[src/rtl/alu_exec_ctrl.sv]
// Sequencing controller for the 8-bit ALU datapath: single-issue valid/ready
// instruction intake, 4x8 register file, registered ALU drive and flags.
module alu_exec_ctrl #(
  parameter int NREGS = 4,
  parameter int W     = 8
) (
  input  logic         clk,
  input  logic         rst_n,
  input  logic         instr_valid,
  output logic         instr_ready,
  input  logic [15:0]  instr,
  output logic [W-1:0] alu_a,
  output logic [W-1:0] alu_b,
  output logic [3:0]   alu_op,
  input  logic [W-1:0] alu_result,
  input  logic         alu_z,
  input  logic         alu_n,
  input  logic         alu_c,
  input  logic         alu_v,
  output logic [3:0]   flags,
  output logic         done,
  output logic         err,
  input  logic [1:0]   dbg_addr,
  output logic [W-1:0] dbg_data
);

  typedef enum logic [1:0] {
    ST_IDLE,
    ST_EXEC,
    ST_DONE
  } state_t;

  typedef enum logic [3:0] {
    OP_ADD = 4'h0,
    OP_SUB = 4'h1,
    OP_AND = 4'h2,
    OP_OR  = 4'h3,
    OP_XOR = 4'h4,
    OP_NOT = 4'h5,
    OP_LDI = 4'h8,
    OP_NOP = 4'hF
  } opcode_t;

  state_t       state;
  state_t       state_next;
  logic [W-1:0] regs [NREGS];
  logic [1:0]   rd_q;
  logic         err_pend;

  logic [3:0]   opcode;
  logic [1:0]   rd;
  logic [1:0]   rs1;
  logic [1:0]   rs2;
  logic [W-1:0] imm;
  logic         is_alu;
  logic         accept;

  assign opcode = instr[15:12];
  assign rd     = instr[11:10];
  assign rs1    = instr[9:8];
  assign rs2    = instr[7:6];
  assign imm    = instr[W-1:0];
  assign is_alu = (opcode <= OP_NOT);
  assign accept = instr_valid && (state == ST_IDLE);

  assign dbg_data = regs[dbg_addr];

  always_ff @(posedge clk or negedge rst_n) begin
    if (!rst_n) state <= ST_IDLE;
    else        state <= state_next;
  end

  always_comb begin
    state_next  = state;
    instr_ready = 1'b0;
    done        = 1'b0;
    err         = 1'b0;
    case (state)
      ST_IDLE: begin
        instr_ready = 1'b1;
        if (instr_valid) state_next = is_alu ? ST_EXEC : ST_DONE;
      end
      ST_EXEC: state_next = ST_DONE;
      ST_DONE: begin
        done       = 1'b1;
        err        = err_pend;
        state_next = ST_IDLE;
      end
      default: state_next = ST_IDLE;
    endcase
  end

  // Operands are captured at acceptance, so rd aliasing rs1/rs2 is harmless.
  always_ff @(posedge clk or negedge rst_n) begin
    if (!rst_n) begin
      for (int unsigned i = 0; i < NREGS; i++) regs[i] <= '0;
      flags    <= '0;
      alu_a    <= '0;
      alu_b    <= '0;
      alu_op   <= '0;
      rd_q     <= '0;
      err_pend <= 1'b0;
    end else begin
      if (accept) begin
        err_pend <= 1'b0;
        if (is_alu) begin
          alu_a  <= regs[rs1];
          alu_b  <= regs[rs2];
          alu_op <= opcode;
          rd_q   <= rd;
        end else if (opcode == OP_LDI) begin
          regs[rd] <= imm;
        end else if (opcode != OP_NOP) begin
          err_pend <= 1'b1;
        end
      end
      if (state == ST_EXEC) begin
        regs[rd_q] <= alu_result;
        flags      <= {alu_z, alu_n, alu_c, alu_v};
      end
    end
  end

endmodule

[config.mk]
export PLATFORM = sky130hd
export DESIGN_NAME = alu_exec_ctrl
export DESIGN_NICKNAME = d
export VERILOG_FILES = /design/src/rtl/alu_exec_ctrl.sv
export SDC_FILE = /design/constraint.sdc
export NUM_CORES = 1
export LEC_CHECK = 0
export CAP_MARGIN = 15
export CORE_MARGIN = 4
export CORE_UTILIZATION = 35
export DETAILED_ROUTE_END_ITERATION = 8
export PLACE_DENSITY_LB_ADDON = 0.08
export SETUP_SLACK_MARGIN = 0.4
export SYNTH_ARGS = -nofsm -noshare
export SYNTH_HDL_FRONTEND = slang
export SYNTH_SLANG_ARGS = --single-unit
export TNS_END_PERCENT = 1
[constraint.sdc]
create_clock -name clk -period 2 [get_ports clk]
set_input_delay 0.5 -clock clk [delete_from_list [all_inputs] [get_ports clk]]
set_output_delay 0.5 -clock clk [all_outputs]
set_load 0.01 [all_outputs]
==> key figures, run 1 <==
Status
  • Status: finished clean

Placed design
  • Setup WS pre-CTS: -0.665 ns
  • DP HPWL: 7890 um
  • GP Congestion: 0.825
  • Port Buffers: 67

Critical path
  • Critical path capture point type: output port
  • Critical Path RT: 1.50 ns
  • Crit path max fanout: 4
  • Critical path launch point type: flip-flop
  • CP arrival: 1.40 ns
  • CP Class: flip-flop to output port

Global routing
  • Initial antenna violation count: 0
  • GR Layer Usage met3: 2.90%
  • Met1 usage in global routing: 29.4%
  • GRT Overall Usage: 20.3%
  • Total grt overflow: 0
  • Most Crowded Layer GR: met2
  • Largest net degree at the start of global routing: 47
  • Met2 Use GR: 31.0%
  • Number of global-route vias before repair: 3163
  • Global-route wire length before repair: 18000 um

Yosys
  • Synth warnings: 0
  • Area contributors post-synth: dfrtp_1 43%, mux4_2 15%, mux2_4 7.6%, o31ai_1 6.7%, nand4_1 5.8%
  • Post-Syn Nets: 342
  • Synth cell types: 32
  • Seq/Total Area, Yosys: 42.7%
  • Cells after Synth: 309
  • Mapped cell area: 3570 um2
  • Synth top area share: 42.7%
  • Avg Cell Area, Syn: 11.6 um2
  • Leading area contributor after synthesis: dfrtp_1
  • #FFs+latches synth: 61

Finish
  • Multi-input combinational cell area: 1890 um2
  • Most common cell after layout, fill and taps aside: dfrtp_1
  • Post-layout util: 50.8%
  • Fill cells: 890
  • Area Growth Syn to Fin: 40.4%
  • Ant. Diodes: 0
  • Share of cells above drive strength 1: 35.5%
  • Final-stage net count: 442
  • Commonest cells after routing, fill and taps aside: 60 x dfrtp_1, 54 x buf_4, 52 x clkdlybuf4s50_1, 35 x nor2_1, 33 x nand4_1
  • Sequential Area: 1530 um2

Floorplanning
  • Height of the die: 109 um
  • Num ports: 68
  • Number of placement rows: 36
  • DIE WIDTH: 109 um
  • Core Footprint: 9860 um2
  • Die area: 11900 um2
  • Initial core utilization: 36.2%

Detailed routing
  • WL/cell: 20.9 um
  • Initial DRC Count: 232
  • Aggregate routed wire length: 11400 um
  • Via count: 3099
  • Residual DRC: 0
  • Final ANT Viol Nets: 0
  • Via density: 5.67
  • Router iterations before antenna repair: 4

Clock network
  • TritonCTS Buffers: 9
  • CTS Buffer Depth: 2
  • TritonCTS clock tree: done
  • # clock sinks: 61
  • # hold bufs at CTS: 0
  • Root Buffer: clkbuf_8
  • Reg clk slew, reported paths: 0.08 ns
  • Worst skew pair latency: 0.35 ns
  • H-tree Lvls: 3

Pwr
  • Max VDD drop: 0.395 mV
  • Pleak: 2.02 nW
  • PwrDens: 1270 nW/um2

STA
  • Fin. Hold Viols: 0
  • Slew Limit Fails: 0
  • Final setup vio count: 0
  • Worst setup margin: 0.0973 ns
  • RSZ-0062 raised after global routing: true
  • Fmax: 0.526 GHz
  • Slew HR: 73.4%
  • Final period utilization: 95.1%
  • Period minus WS final: 1.90 ns
  • Worst-margin pin slew: 0.399 ns
  • Clock Skews: 0.00864 ns

Worst hold path
  • Hold Crit Class: input pin to async pin

Run
  • Maxcap violations: 0
-- final timing paths --
path	cells after the start	startpoint	slack, ns	to
max	2	regs[8]$_DFF_PN0_	0.1	dbg_data[0]
min	1	rst_n	0.06	alu_b[7]$_DFFE_PN0P_
max reg2reg	5	state[1]$_DFFE_PN0P_	0.18	alu_a[0]$_DFFE_PN0P_
min reg2reg	2	err_pend$_DFFE_PN0N_	0.48	err_pend$_DFFE_PN0N_
max in group asynchronous	2	rst_n	1.33	regs[8]$_DFF_PN0_
min in group clk	2	err_pend$_DFFE_PN0N_	0.48	err_pend$_DFFE_PN0N_
-- critical path, stage by stage (launching register included) --
cell and delay [ns]:
dfrtp_1 0.44, mux4_2 0.46, buf_2 0.16
-- Yosys cell counts --
cell type  count
a21o_1         1
a21oi_1        1
a31oi_1       32
and2_0         1
and2_1         2
buf_1         10
buf_2          4
buf_6          4
clkbuf_1      21
clkbuf_2       1
dfrtp_1       61
inv_1          1
mux2_2         7
mux2_4        18
mux4_2        24
nand2_1        2
nand2b_1       2
nand4_1       33
nand4b_1       1
nand4bb_1      2
nor2_1        35
nor2b_1        4
nor3b_1        1
nor4b_1        1
o21a_1         1
o21ai_0        1
o221ai_1       1
o31ai_1       32
or2_1          1
or2_2          1
or3b_1         1
or4b_2         2
-- cells by family after synthesis --
group	Yosys count	share of synthesized area, %
DFF	61	42.7
AOI/OAI and AO/OA	69	13.3
muxes	49	24.9
buffers and inverters	41	5.33
and+or+nand+nor	89	13.7
-- timing repair --
action	in CTS	in global routing
endpoints found under the setup margin	89	90
endpoints found under the hold margin	0	0
setup buffers	6	0
resized for setup	48	2
-- stage by stage --
stage	total power [mW]	area, um2	TNS [ns]	cells	hold slack (ns)
detailed placement	5.07	4750	-16.78	525	0.450
global route	6.71	5010	0	547	0.0888
floorplan	3.55	3620	0	309	0.204
global placement	5.02	4750	-16.20	525	0.450
finish	6.38	5010	0	547	0.0625
CTS	6.39	5000	0	547	0.0716
-- where the power goes --
group / total [mW] / internal [mW] / switching, mW
sequential: 2.21 / 1.79 / 0.423
combinational: 2.85 / 1.78 / 1.07
clock: 1.31 / 0.772 / 0.541
total: 6.38 / 4.34 / 2.04
-- sequential cells by signal, summed over array words and instances, names as in the netlist --
signal / cells
state: 2
alu_op: 4
alu_b: 8
regs: 32
err_pend: 1
flags: 4
alu_a: 8
rd_q: 2
-- per-layer routing --
metal / vias up / part of all wire (%)
met2: 111 / 47
met3: 14 / 6.5
met4: 0 / 1.6
met1: 1554 / 45
li1: 1420 / -
met5: - / 0
-- cell type report --
type	count	area share (%)
Timing Repair Buffer	129	23.8
Inverter	1	0.0749
Multi-Input combinational cell	207	37.7
Clock buffer	11	3.02
Clock inverter	5	1.62
Sequential cell	61	30.5
Tap cell	133	3.32
Note: power is estimated with default switching activity, not from simulation.
==> run 2, diff against run 1 <==
--- a/config.mk
+++ b/config.mk
@@ -5,6 +5,7 @@
 export SDC_FILE = /design/constraint.sdc
 export NUM_CORES = 1
 export LEC_CHECK = 0
+export ABC_AREA = 0
 export CAP_MARGIN = 15
 export CORE_MARGIN = 4
 export CORE_UTILIZATION = 35
==> constraint.sdc (replaced) <==
create_clock -name clk -period 1.8 [get_ports clk]
set_input_delay 0.45 -clock clk [delete_from_list [all_inputs] [get_ports clk]]
set_output_delay 0.45 -clock clk [all_outputs]
set_load 0.01 [all_outputs]
==> key figures, run 2 (synthesis gave the netlist of run 1 again) <==
Clock network
  • # hold bufs at CTS: 0 (unchanged)
  • TritonCTS clock tree: done
  • Root Buffer: clkbuf_8
  • Worst skew pair latency: 0.34 ns (about the same)
  • # clock sinks: 61 (unchanged)
  • TritonCTS Buffers: 9 (unchanged)
  • H-tree Lvls: 3 (unchanged)
  • Reg clk slew, reported paths: 0.08 ns (about the same)
  • CTS Buffer Depth: 2 (unchanged)

Floorplanning
  • Initial core utilization: 36.2% (unchanged)
  • Height of the die: 109 um (unchanged)
  • Num ports: 68 (unchanged)
  • Die area: 11900 um2 (unchanged)
  • Number of placement rows: 36 (unchanged)
  • DIE WIDTH: 109 um (unchanged)
  • Core Footprint: 9860 um2 (unchanged)

Pwr
  • Internal: 4.81 mW (+11%)
  • Clock power frac: 19.1% (-1.5 points)
  • Combinational share of power: 47.6% (+2.9 points)
  • Pleak: 2.18 nW (+7.9%)
  • Sw frac: 32.7% (+0.78 points)
  • PwrDens: 1370 nW/um2 (+7.4%)
  • Max VDD drop: 0.430 mV (+9.0%)
  • Sw power: 2.34 mW (+15%)
  • Reg power frac: 33.3% (-1.4 points)

Finish
  • Largest regs: regs (32), alu_a (8), alu_b (8)
  • Most common cell after layout, fill and taps aside: buf_4
  • Design Area, Final: 5230 um2 (+4.3%)
  • Ant. Diodes: 0 (unchanged)
  • Largest register FFs: 32 (unchanged)
  • Area Growth Syn to Fin: 46.4%
  • Share of cells above drive strength 1: 49.5% (+14 points)
  • Final-stage net count: 459 (+3.8%)
  • Commonest cells after routing, fill and taps aside: 64 x buf_4, 61 x dfrtp_1, 35 x nor2_1, 33 x nand4_1, 32 x a31oi_1
  • Most flop-heavy register: regs

Global routing
  • Total grt overflow: 0 (unchanged)
  • Initial antenna violation count: 0 (unchanged)
  • Global-route wire length before repair: 17200 um (-4.3%)
  • GRT Overall Usage: 19.7% (-0.52 points)
  • Largest net degree at the start of global routing: 35 (-26%)
  • Number of global-route vias before repair: 3006 (-5.0%)

Detailed routing
  • Aggregate routed wire length: 11200 um (-1.5%)
  • Via count: 3121 (+0.71%)
  • Via density: 5.54 (-2.2%)
  • Initial DRC Count: 336 (+45%)
  • Router iterations before antenna repair: 5 (+1)
  • Residual DRC: 0 (unchanged)
  • WL/cell: 20.0 um (-4.3%)
  • Final ANT Viol Nets: 0 (unchanged)

Status
  • Status: finished, violations left
  • Failing checks: setup timing

Critical path
  • Critical Path RT: 1.35 ns (-0.15 ns)
  • Slowest CP cell: mux4_2
  • CP Cell Sequence: mux4_2 -> buf_6
  • CP Class: flip-flop to output port
  • Crit path max fanout: 2 (-2)
  • Worst r2r src: state[0]$_DFFE_PN0P_
  • Worst r2r path cells: 6 (+1)
  • Critical path capture point type: output port
  • FF-to-FF End: alu_a[6]$_DFFE_PN0P_
  • Family with the most delay on the worst path: multiplexers
  • CP bufs+invs: 1 (unchanged)
  • CP max stage delay: 0.52 ns (+0.06 ns)
  • Critical path launch point type: flip-flop
  • CP arrival: 1.42 ns (+0.02 ns)
  • R2r setup slk: -0.05 ns (-0.23 ns)

STA
  • Slew Limit Fails: 0 (unchanged)
  • Final period utilization: 104%
  • Final setup vio count: 29 (+29)
  • Period minus WS final: 1.87 ns
  • Fmax: 0.534 GHz
  • Slew HR: 68.3% (-5.1 points)
  • Worst-margin pin slew: 0.476 ns (+0.0763 ns)
  • Worst setup margin: -0.0718 ns (-0.169 ns)
  • Clock Skews: 0.00753 ns (-0.00111 ns)
  • Worst hold slack: 0.0559 ns (-0.00664 ns)
  • Fin. Hold Viols: 0 (unchanged)
  • RSZ-0062 raised after global routing: true

Run
  • Maxcap violations: 0 (unchanged)

Placed design
  • Cell Area, Placed: 4880 um2 (+2.7%)
  • DP HPWL: 7930 um (+0.54%)
  • GP Congestion: 0.833 (+0.99%)
  • Port Buffers: 67 (unchanged)

Worst hold path
  • Hold Crit Class: input pin to async pin
-- run 2: what timing repair did --
action / CTS / global route
resized for setup: 156 / 34
endpoints found under the setup margin: 91 / 73
gates cloned: 1 / 0
buffers inserted: 5 / 1
pin swaps: 4 / 16
-- run 2: power groups by stage --
stage	sequential [mW]	combinational (mW)	clock, mW
global placement	2.41	3.35	0
floorplan	2.48	1.46	0
CTS	2.38	3.25	1.38
finish	2.38	3.40	1.36
global route	2.45	3.63	1.45
detailed placement	2.42	3.39	0
-- run 2: metal layers --
metal  vias to the layer above  routed length (um)  share of wire, %  track usage, %
met5                         -                   0                 0               0
met4                         0                 198               1.8            6.85
met3                        23                1010               9.0            5.74
met2                       140                5100                45            28.7
met1                      1506                4940                44            28.1
li1                       1452                   -                 -               -
-- run 2: final cells by class --
type | count | area [um2]
clock inverter | 6 | 88.8
multi-input combinational | 207 | 2010
inverter | 1 | 3.75
sequential | 61 | 1530
tap | 133 | 166
timing repair buffer | 146 | 1310
clock buffer | 9 | 124
fill | 868 | 4640
-- run 2: worst max-delay path by stage --
stage | startpoint | endpoint | cells after the start | slack (ns)
floorplan | state[1]$_DFFE_PN0P_ | alu_a[0]$_DFFE_PN0P_ | 7 | -0.09
global placement | dbg_addr[0] | dbg_data[3] | 4 | -0.76
detailed placement | dbg_addr[0] | dbg_data[4] | 4 | -0.78
CTS | regs[4]$_DFF_PN0_ | dbg_data[4] | 2 | -0.07
global route | state[0]$_DFFE_PN0P_ | alu_b[0]$_DFFE_PN0P_ | 6 | -0.10
finish | regs[4]$_DFF_PN0_ | dbg_data[4] | 2 | -0.07
-- run 2: worst reg2reg max path, delay by kind of cell, from the launching register on --
family                 cells  cell delay, ns
buffers and inverters      3            0.40
DFF                        1            0.39
muxes                      1            0.31
and+or+nand+nor            2            0.64
-- run 2: stage by stage --
stage / setup TNS (ns) / utilization (%) / power, mW / instances / setup slack [ns]
after floorplan: -3.45 / - / 3.95 / 309 / -0.0917
after global placement: -29.83 / 49.5 / 5.76 / 541 / -0.755
after CTS: -1.16 / 51.4 / 7.01 / 562 / -0.0668
final: -0.982 / 53.0 / 7.15 / 563 / -0.0718
after detailed placement: -30.27 / 49.5 / 5.80 / 541 / -0.781
after global routing: -3.15 / 53.0 / 7.54 / 563 / -0.104
